<file path="src/rtl/vga_timing_pkg.sv">
// Shared VGA raster timing constants (640x480@60 Hz, 25 MHz pixel clock).
// The colour logic imports the same values so both sides agree on the raster.
package vga_timing_pkg;

  localparam int unsigned COUNT_W   = 10;

  localparam int unsigned H_VISIBLE = 640;
  localparam int unsigned H_FRONT   = 16;
  localparam int unsigned H_SYNC    = 96;
  localparam int unsigned H_BACK    = 48;

  localparam int unsigned V_VISIBLE = 480;
  localparam int unsigned V_FRONT   = 10;
  localparam int unsigned V_SYNC    = 2;
  localparam int unsigned V_BACK    = 33;

  localparam int unsigned H_TOTAL = H_VISIBLE + H_FRONT + H_SYNC + H_BACK;
  localparam int unsigned V_TOTAL = V_VISIBLE + V_FRONT + V_SYNC + V_BACK;

  // Active level of both sync pulses; 0 means active-low.
  localparam bit SYNC_POL = 1'b0;

endpackage

</file>
<file path="src/rtl/vga_axis_timer.sv">
// One raster axis: wrap counter plus registered sync-window decode.
// Sync is decoded from the next count so it lines up with the count it describes.
module vga_axis_timer
  import vga_timing_pkg::*;
#(
  parameter int unsigned VISIBLE  = H_VISIBLE,
  parameter int unsigned FRONT    = H_FRONT,
  parameter int unsigned SYNC     = H_SYNC,
  parameter int unsigned BACK     = H_BACK,
  parameter bit          POL      = SYNC_POL,
  parameter int unsigned W        = COUNT_W
) (
  input  logic         clk,
  input  logic         reset,
  input  logic         en,
  output logic [W-1:0] count,
  output logic         sync,
  output logic         wrap,
  output logic         visible_next
);

  localparam logic [W-1:0] LAST       = W'(VISIBLE + FRONT + SYNC + BACK - 1);
  localparam logic [W-1:0] SYNC_START = W'(VISIBLE + FRONT);
  localparam logic [W-1:0] SYNC_END   = W'(VISIBLE + FRONT + SYNC);
  localparam logic [W-1:0] VIS_END    = W'(VISIBLE);

  logic [W-1:0] count_q, count_d;
  logic         sync_q, sync_d;

  always_comb begin
    count_d      = count_q;
    wrap         = 1'b0;
    sync_d       = ~POL;
    visible_next = 1'b0;
    if (en) begin
      if (count_q == LAST) begin
        count_d = '0;
        wrap    = 1'b1;
      end else begin
        count_d = count_q + W'(1);
      end
    end
    if ((count_d >= SYNC_START) && (count_d < SYNC_END)) begin
      sync_d = POL;
    end
    visible_next = (count_d < VIS_END);
  end

  always_ff @(posedge clk or negedge reset) begin
    if (!reset) begin
      count_q <= '0;
      sync_q  <= ~POL;
    end else begin
      count_q <= count_d;
      sync_q  <= sync_d;
    end
  end

  assign count = count_q;
  assign sync  = sync_q;

endmodule

</file>
<file path="src/rtl/hv_sync_generator.sv">
// VGA raster timing generator: pixel/line counters, h/v sync and visible flag.
// Every output is a register aligned with the counters of the same cycle.
module hv_sync_generator
  import vga_timing_pkg::*;
#(
  parameter int unsigned HV  = H_VISIBLE,
  parameter int unsigned HF  = H_FRONT,
  parameter int unsigned HS  = H_SYNC,
  parameter int unsigned HB  = H_BACK,
  parameter int unsigned VV  = V_VISIBLE,
  parameter int unsigned VF  = V_FRONT,
  parameter int unsigned VS  = V_SYNC,
  parameter int unsigned VB  = V_BACK,
  parameter bit          POL = SYNC_POL
) (
  input  logic                 clk,
  input  logic                 reset,
  output logic                 vga_h_sync,
  output logic                 vga_v_sync,
  output logic                 inDisplayArea,
  output logic [COUNT_W-1:0]   CounterX,
  output logic [COUNT_W-1:0]   CounterY
);

  logic x_wrap, y_wrap;
  logic x_vis_next, y_vis_next;
  logic in_display_q, in_display_d;

  vga_axis_timer #(
    .VISIBLE(HV), .FRONT(HF), .SYNC(HS), .BACK(HB), .POL(POL), .W(COUNT_W)
  ) u_x (
    .clk          (clk),
    .reset        (reset),
    .en           (1'b1),
    .count        (CounterX),
    .sync         (vga_h_sync),
    .wrap         (x_wrap),
    .visible_next (x_vis_next)
  );

  // Y advances only on the X wrap, so v sync changes exactly at line boundaries.
  vga_axis_timer #(
    .VISIBLE(VV), .FRONT(VF), .SYNC(VS), .BACK(VB), .POL(POL), .W(COUNT_W)
  ) u_y (
    .clk          (clk),
    .reset        (reset),
    .en           (x_wrap),
    .count        (CounterY),
    .sync         (vga_v_sync),
    .wrap         (y_wrap),
    .visible_next (y_vis_next)
  );

  always_comb begin
    in_display_d = x_vis_next && y_vis_next;
  end

  always_ff @(posedge clk or negedge reset) begin
    if (!reset) begin
      in_display_q <= 1'b0;
    end else begin
      in_display_q <= in_display_d;
    end
  end

  assign inDisplayArea = in_display_q;

endmodule

</file>
<file path="config.mk">
export PLATFORM = sky130hd
export DESIGN_NAME = hv_sync_generator
export DESIGN_NICKNAME = d
export VERILOG_FILES = /design/src/rtl/vga_timing_pkg.sv /design/src/rtl/vga_axis_timer.sv /design/src/rtl/hv_sync_generator.sv
export SDC_FILE = /design/constraint.sdc
export NUM_CORES = 1
export LEC_CHECK = 0
export BUFFER_PORTS_ARGS = -buffer_cell sky130_fd_sc_hd__buf_2
export CAP_MARGIN = 20
export CORE_ASPECT_RATIO = 0.7
export CORE_MARGIN = 2
export CORE_UTILIZATION = 48
export DETAILED_ROUTE_END_ITERATION = 10
export PLACE_DENSITY = 0.73
export SETUP_SLACK_MARGIN = 0.4
export SYNTH_ARGS = -nofsm -noshare
export SYNTH_HDL_FRONTEND = slang
export SYNTH_SLANG_ARGS = --single-unit
</file>
<file path="constraint.sdc">
create_clock -name clk -period 2.19 [get_ports clk]
set_clock_uncertainty 0.05 [all_clocks]
set_input_delay 0.1095 -clock clk [delete_from_list [all_inputs] [get_ports clk]]
set_output_delay 0.1095 -clock clk [all_outputs]
set_load 0.03 [all_outputs]
</file>
==> results of run 1 <==
==> routing by layer <==
layer  share of wire (%)  up-vias
met2                  46       56
met1                  45      562
met3                 8.9        4
met4                0.99        0
li1                    -      531
met5                   0        -
==> worst max-delay path, cell delays in order, from the launching register on <==
cell and delay, ns:
dfrtp_2 0.39, ha_4 0.15, nand4_4 0.09, or4_4 0.52, or3_4 0.36, xnor2_2 0.15
and4bb_1 0.22, a211oi_2 0.14
==> logic make-up (layout without fill, tap and decap cells) <==
kind of cell	count (synthesis)	count (layout)	share of synthesized area (%)
AOI/OAI and AO/OA	19	19	9.12
xor gates and xnor gates	10	10	7.53
adders and majority gates	4	4	3.96
buffers and inverters	10	55	4.96
DFF	23	23	45.8
muxes	1	1	0.892
and+or+nand+nor	57	57	27.8
==> synthesized netlist by cell type, drive strengths merged (2+ instances only) <==
cell type,n,share of area (%)
nor4,3,2.0
nand3b,2,1.2
or3,2,1.4
nand2,11,3.3
inv,4,1.2
nand4b,2,1.4
ha,4,4.0
nand2b,3,1.5
a31oi,2,0.99
xnor2,6,4.8
nand4bb,2,1.8
nor2,11,3.3
nand4,6,4.2
and3,2,1.1
clkbuf,5,3.2
dfstp,2,4.2
xor2,4,2.8
dfrtp,21,42
nand3,6,2.4
nor3,3,1.2
o21ai,10,4.0
==> per-stage QoR <==
stage / hold slack [ns] / utilization, %
6_report: 0.286 / 66.6
2_1_floorplan: -0.236 / -
5_1_grt: 0.330 / 66.6
3_3_place_gp: 0.0535 / 61.1
4_1_cts: 0.306 / 65.1
3_5_place_dp: 0.0588 / 61.1
==> cell type report <==
| class | count | area [µm²] | share of cell area (%) |
|---|---|---|---|
| Timing Repair Buffer | 47 | 299 | 18.1 |
| Tap cell | 34 | 42.5 | 2.58 |
| Sequential cell | 23 | 581 | 35.2 |
| Clock buffer | 3 | 41.3 | 2.50 |
| Multi-Input combinational cell | 91 | 666 | 40.4 |
| Inverter | 4 | 15.0 | 0.910 |
| Clock inverter | 1 | 5.00 | 0.303 |
==> path summary, 6_finish.rpt <==
check | to | slack, ns | depth (start not counted)
worst min register to register | u_x.count[9]$_DFF_PN0_ | 0.51 | 1
max in group asynchronous | u_x.count[1]$_DFF_PN0_ | 1.43 | 2
worst max register to register | inDisplayArea$_DFF_PN0_ | 0.03 | 7
worst max-delay path | inDisplayArea$_DFF_PN0_ | 0.03 | 7
worst min-delay path | u_x.count[4]$_DFF_PN0_ | 0.29 | 2
min in group clk | u_x.count[9]$_DFF_PN0_ | 0.51 | 1
==> report_power, final <==
| group | internal [mW] | total, mW | leakage [nW] | switching (mW) |
|---|---|---|---|---|
| Sequential | 0.424 | 0.424 | 0.293 | 0 |
| Combinational | 0.00180 | 0.00977 | 0.480 | 0.00798 |
| Clock | 0.127 | 0.261 | 0.0255 | 0.134 |
==> state kept, by name, indices dropped and copies added, names as in the netlist <==
signal	flops
u_x.count	10
u_x.sync	1
inDisplayArea	1
u_y.count	10
u_y.sync	1
==> timing repair <==
action / in CTS / in global routing
hold endpoints to repair: 21 / 0
hold buffers: 1 / 0
setup buffers: 2 / 4
pin swaps: 3 / 0
endpoints found under the setup margin: 8 / 10
gates resized for setup: 4 / 3
==> metrics, run 1 <==
run status completed; crit-path max FO 4; Area Growth Syn to Fin 30.6%; final worst path period need 2.16 ns; Setup TNS Final 0 ns; main flop type after synthesis dfrtp_1; row count 15; Clock Pin Slew Worst Setup and Hold Paths ~0.08 ns; total global-route track usage 21.0%; met1 GRT Util between 20% and 30%; worst hold-check path type in -> async; sequential share of the synthesized area around 46%; layout cells sized above 1 slightly below 40%; insertion delay to the later sink of the worst-skew pair around 0.27 ns; Worst setup EP type flop; pin count of the biggest net entering global routing 24; kind of critical path reg -> reg; worst r2r src u_x.count[0]$_DFF_PN0_; Mapped Cells approximately 120; synthesis-stage register bit count 23; dpl hpwl between 2 and 2.5 mm; n_diodes 0; placed insts ~190; vias per cell ~5.7; ys async rst share 100%; FMAX approximately 0.46 GHz; Initial Utilization between 50% and 60%; Residual DRC 0; die span in y ~47 µm; grt met3 use around 6.2%; Post-Syn Nets 130; die area a little over 3000 µm²; global routing usage on met2 approximately a third; P per Cell Area roughly 420 nW/µm²; total CTS buffers 3; startpoint types flop; DR pass1 iterations 5; Yosys Warn Count 0; Max IR drop VDD between 0.3 and 0.4 mV; GR Overflow Total 0; most frequent cells in the layout buf_2, buf_4, dfrtp_1; syn avg cell area between 10 and 15 µm²; Max clock buf depth 2; global routing's busiest layer met2; 1st-iter DRT viols 89; Ports 25; Placed Area between 1500 and 2000 µm²; max cap viols 0; vias in the first global route between 1000 and 1500; worst setup margin ~0.032 ns; PortBufs 24; Period Utilization, post-route between 90% and 100%; nets@finish 176; H-tree levels 1; initial antenna violation count 0; Crit path required time between 2 and 2.5 ns; commonest non-fill, non-tap cell in the layout buf_2; fillers between 150 and 200; final wirelength a little over 3 mm; routability cong. 0.925; crit path launch u_x.count[0]$_DFF_PN0_; Leak roughly 0.8 nW; clk root buf clkbuf_8; CTS tree built; Mapped Area approximately 1300 µm²; overall power between 0.6 and 0.7 mW; final setup vio count 0; Worst EP arrival 2.30 ns; Die X roughly 65 µm; vias ~1200; Cell Count, Final, Fillers Out 203; fin area around 1600 µm²; Placeable Area 2480 µm²; Max-slew headroom between 60% and 70%; Final Hold Fails 0; clk sinks 23; Slew Viols, Final 0; post-placement worst setup slack -0.00487 ns; worst-margin pin slew ~0.51 ns; WL/cell approximately 15 µm; Post-synth EDFFs 0; Final ANT Viol Nets 0; synth unique cells roughly 40; unrepaired setup endpoints after global routing true; global-route wire length before repair ~4.7 mm
Note: power is estimated with default switching activity, not from simulation.
==> run 2, diff against run 1 <==
--- a/config.mk
+++ b/config.mk
@@ -12,6 +12,7 @@
 export CORE_UTILIZATION = 48
 export DETAILED_ROUTE_END_ITERATION = 10
 export PLACE_DENSITY = 0.73
+export REMOVE_ABC_BUFFERS = 1
 export SETUP_SLACK_MARGIN = 0.4
 export SYNTH_ARGS = -nofsm -noshare
 export SYNTH_HDL_FRONTEND = slang
==> metrics, run 2 (synthesis results as in run 1) <==
Die X 65.3 µm (unchanged); dpl hpwl 2.17 mm (about the same); total CTS buffers 3 (unchanged); Period Utilization, post-route 100% (+1.7 points); overall power 0.683 mW (-1.7%); Slowest cell on crit path or4_4; kind of critical path reg -> reg; CP delay by family, top simple AND/OR/NAND/NOR gates; Multi-input gate area 683 µm² (+2.6%); worst r2r src u_x.count[0]$_DFF_PN0_; Crit path required time 2.31 ns (-0.02 ns); Ports 25 (unchanged); P per Cell Area 401 nW/µm² (-4.9%); row count 15 (unchanged); pin count of the biggest net entering global routing 24 (unchanged); r2r worst-path depth 7 (unchanged); 1st-iter DRT viols 56 (-37%); Largest stage delay, worst path 0.50 ns (-0.02 ns); Leak 0.830 nW (+3.9%); insertion delay to the later sink of the worst-skew pair 0.26 ns (about the same); fillers 202 (+4.1%); Worst EP arrival 2.31 ns (about the same); Worst setup EP type flop; total global-route track usage 20.2% (-0.73 points); final wirelength 3.14 mm (+0.74%); Worst Setup EP inDisplayArea$_DFF_PN0_; Max clock buf depth 2 (unchanged); register area 578 µm² (-0.43%); run status finished, violations left; commonest non-fill, non-tap cell in the layout buf_4; GR Overflow Total 0 (unchanged); startpoint types flop; DR pass1 iterations 4 (-1); vias per cell 5.46 (-3.9%); Initial Utilization 51.0% (unchanged); WL/cell 15.1 µm (-1.7%); CP Cell Sequence ha_4 -> nand4_4 -> or4_4 -> or3_4 -> xnor2_2 -> and4bb_1 -> a211oi_2; Max IR drop VDD 0.495 mV (+26%); n_diodes 0 (unchanged); Clock Pin Slew Worst Setup and Hold Paths 0.07 ns (about the same); most frequent cells in the layout buf_4, buf_2, dfrtp_1; routability cong. 0.781 (-16%); crit path launch u_x.count[0]$_DFF_PN0_; unrepaired setup endpoints after global routing true; Placeable Area 2480 µm² (unchanged); H-tree levels 1 (unchanged); max cap viols 0 (unchanged); global-route wire length before repair 4.53 mm (-3.7%); nets@finish 181 (+2.8%); clk sinks 23 (unchanged); crit-path max FO 2 (-2); FMAX 0.455 GHz (-1.7%); vias 1135 (-1.6%); die span in y 46.9 µm (unchanged); final hold slack 0.295 ns (+0.00961 ns); R2R Path End inDisplayArea$_DFF_PN0_; CTS tree built; worst hold-check path type in -> async; final setup vio count 1 (+1); Max-slew headroom 66.7% (+0.44 points); worst-margin pin slew 0.500 ns (-0.00659 ns); initial antenna violation count 0 (unchanged); WP buf/inv 0 (unchanged); clk root buf clkbuf_8; layout cells sized above 1 40.8% (+2.3 points); flop2flop setup slack -0.006 ns (-0.04 ns); PortBufs 24 (unchanged); Final Hold Fails 0 (unchanged); vias in the first global route 957 (-6.1%); die area 3060 µm² (unchanged); final worst path period need 2.20 ns (+0.0379 ns); worst setup margin -0.00618 ns (-0.0379 ns); Final ANT Viol Nets 0 (unchanged); failing checks setup timing; Worst path depth 7 (unchanged); Slew Viols, Final 0 (unchanged); Residual DRC 0 (unchanged); Area Growth Syn to Fin 35.0%
[run 2: cell types whose count changed in the layout (fill, tap and decap cells not counted), moves of 2 or more]
cell     change
buf_4        +4
dfrtp_1      +2
dfrtp_2      -2
nor4_1       -2
nor4_2       +2
o21ai_0      -3
o21ai_1      +2
[run 2: metrics by stage]
| step | setup TNS [ns] | util, % | setup slack (ns) | cell area, µm² | instances |
|---|---|---|---|---|---|
| final | -0.00618 | 68.8 | -0.00618 | 1700 | 208 |
| after global routing | -0.139 | 68.8 | -0.0939 | 1700 | 208 |
| after CTS | 0 | 65.3 | 0.0463 | 1620 | 202 |
| after detailed placement | -0.0703 | 61.1 | -0.0703 | 1510 | 194 |
| after global placement | -0.0302 | 61.1 | -0.0302 | 1510 | 194 |
| after floorplan | -0.763 | - | -0.406 | 1210 | 118 |
[run 2: layout make-up]
| type | instances | share of cell area (%) |
|---|---|---|
| sequential | 23 | 33.9 |
| tap | 34 | 2.50 |
| inverter | 4 | 0.881 |
| clock buffer | 4 | 2.64 |
| timing repair buffer | 52 | 20.0 |
| multi-input combinational | 91 | 40.1 |
[run 2: routing by layer]
layer / vias to the layer above / GRT usage [%] / routed length (µm)
met5: - / 0 / 0
met4: 0 / 5.83 / 26
met3: 4 / 5.52 / 145
met2: 43 / 32.4 / 1540
met1: 550 / 27.7 / 1430
li1: 538 / - / -
[run 2: worst min path at each step]
stage / startpoint / endpoint / slack [ns] / cells past startpoint
floorplan: reset / inDisplayArea$_DFF_PN0_ / -0.24 / 0
global placement: reset / u_x.count[9]$_DFF_PN0_ / 0.05 / 1
detailed placement: reset / u_x.count[7]$_DFF_PN0_ / 0.05 / 1
CTS: reset / u_x.count[2]$_DFF_PN0_ / 0.30 / 2
global route: reset / u_x.count[6]$_DFF_PN0_ / 0.35 / 2
finish: reset / u_x.count[7]$_DFF_PN0_ / 0.30 / 2
[run 2: report_power, final]
part / leakage, nW / internal, mW / switching (mW)
clock network: 0.0228 / 0.129 / 0.120
registers: 0.295 / 0.425 / 0
logic: 0.512 / 0.00179 / 0.00788
[run 2: what timing repair did]
item	4_1_cts	5_1_grt
buffers inserted	3	6
hold endpoints to repair	21	0
endpoints found under the setup margin	8	11
hold buffers	1	0
pin swaps	5	4
resized for setup	7	10
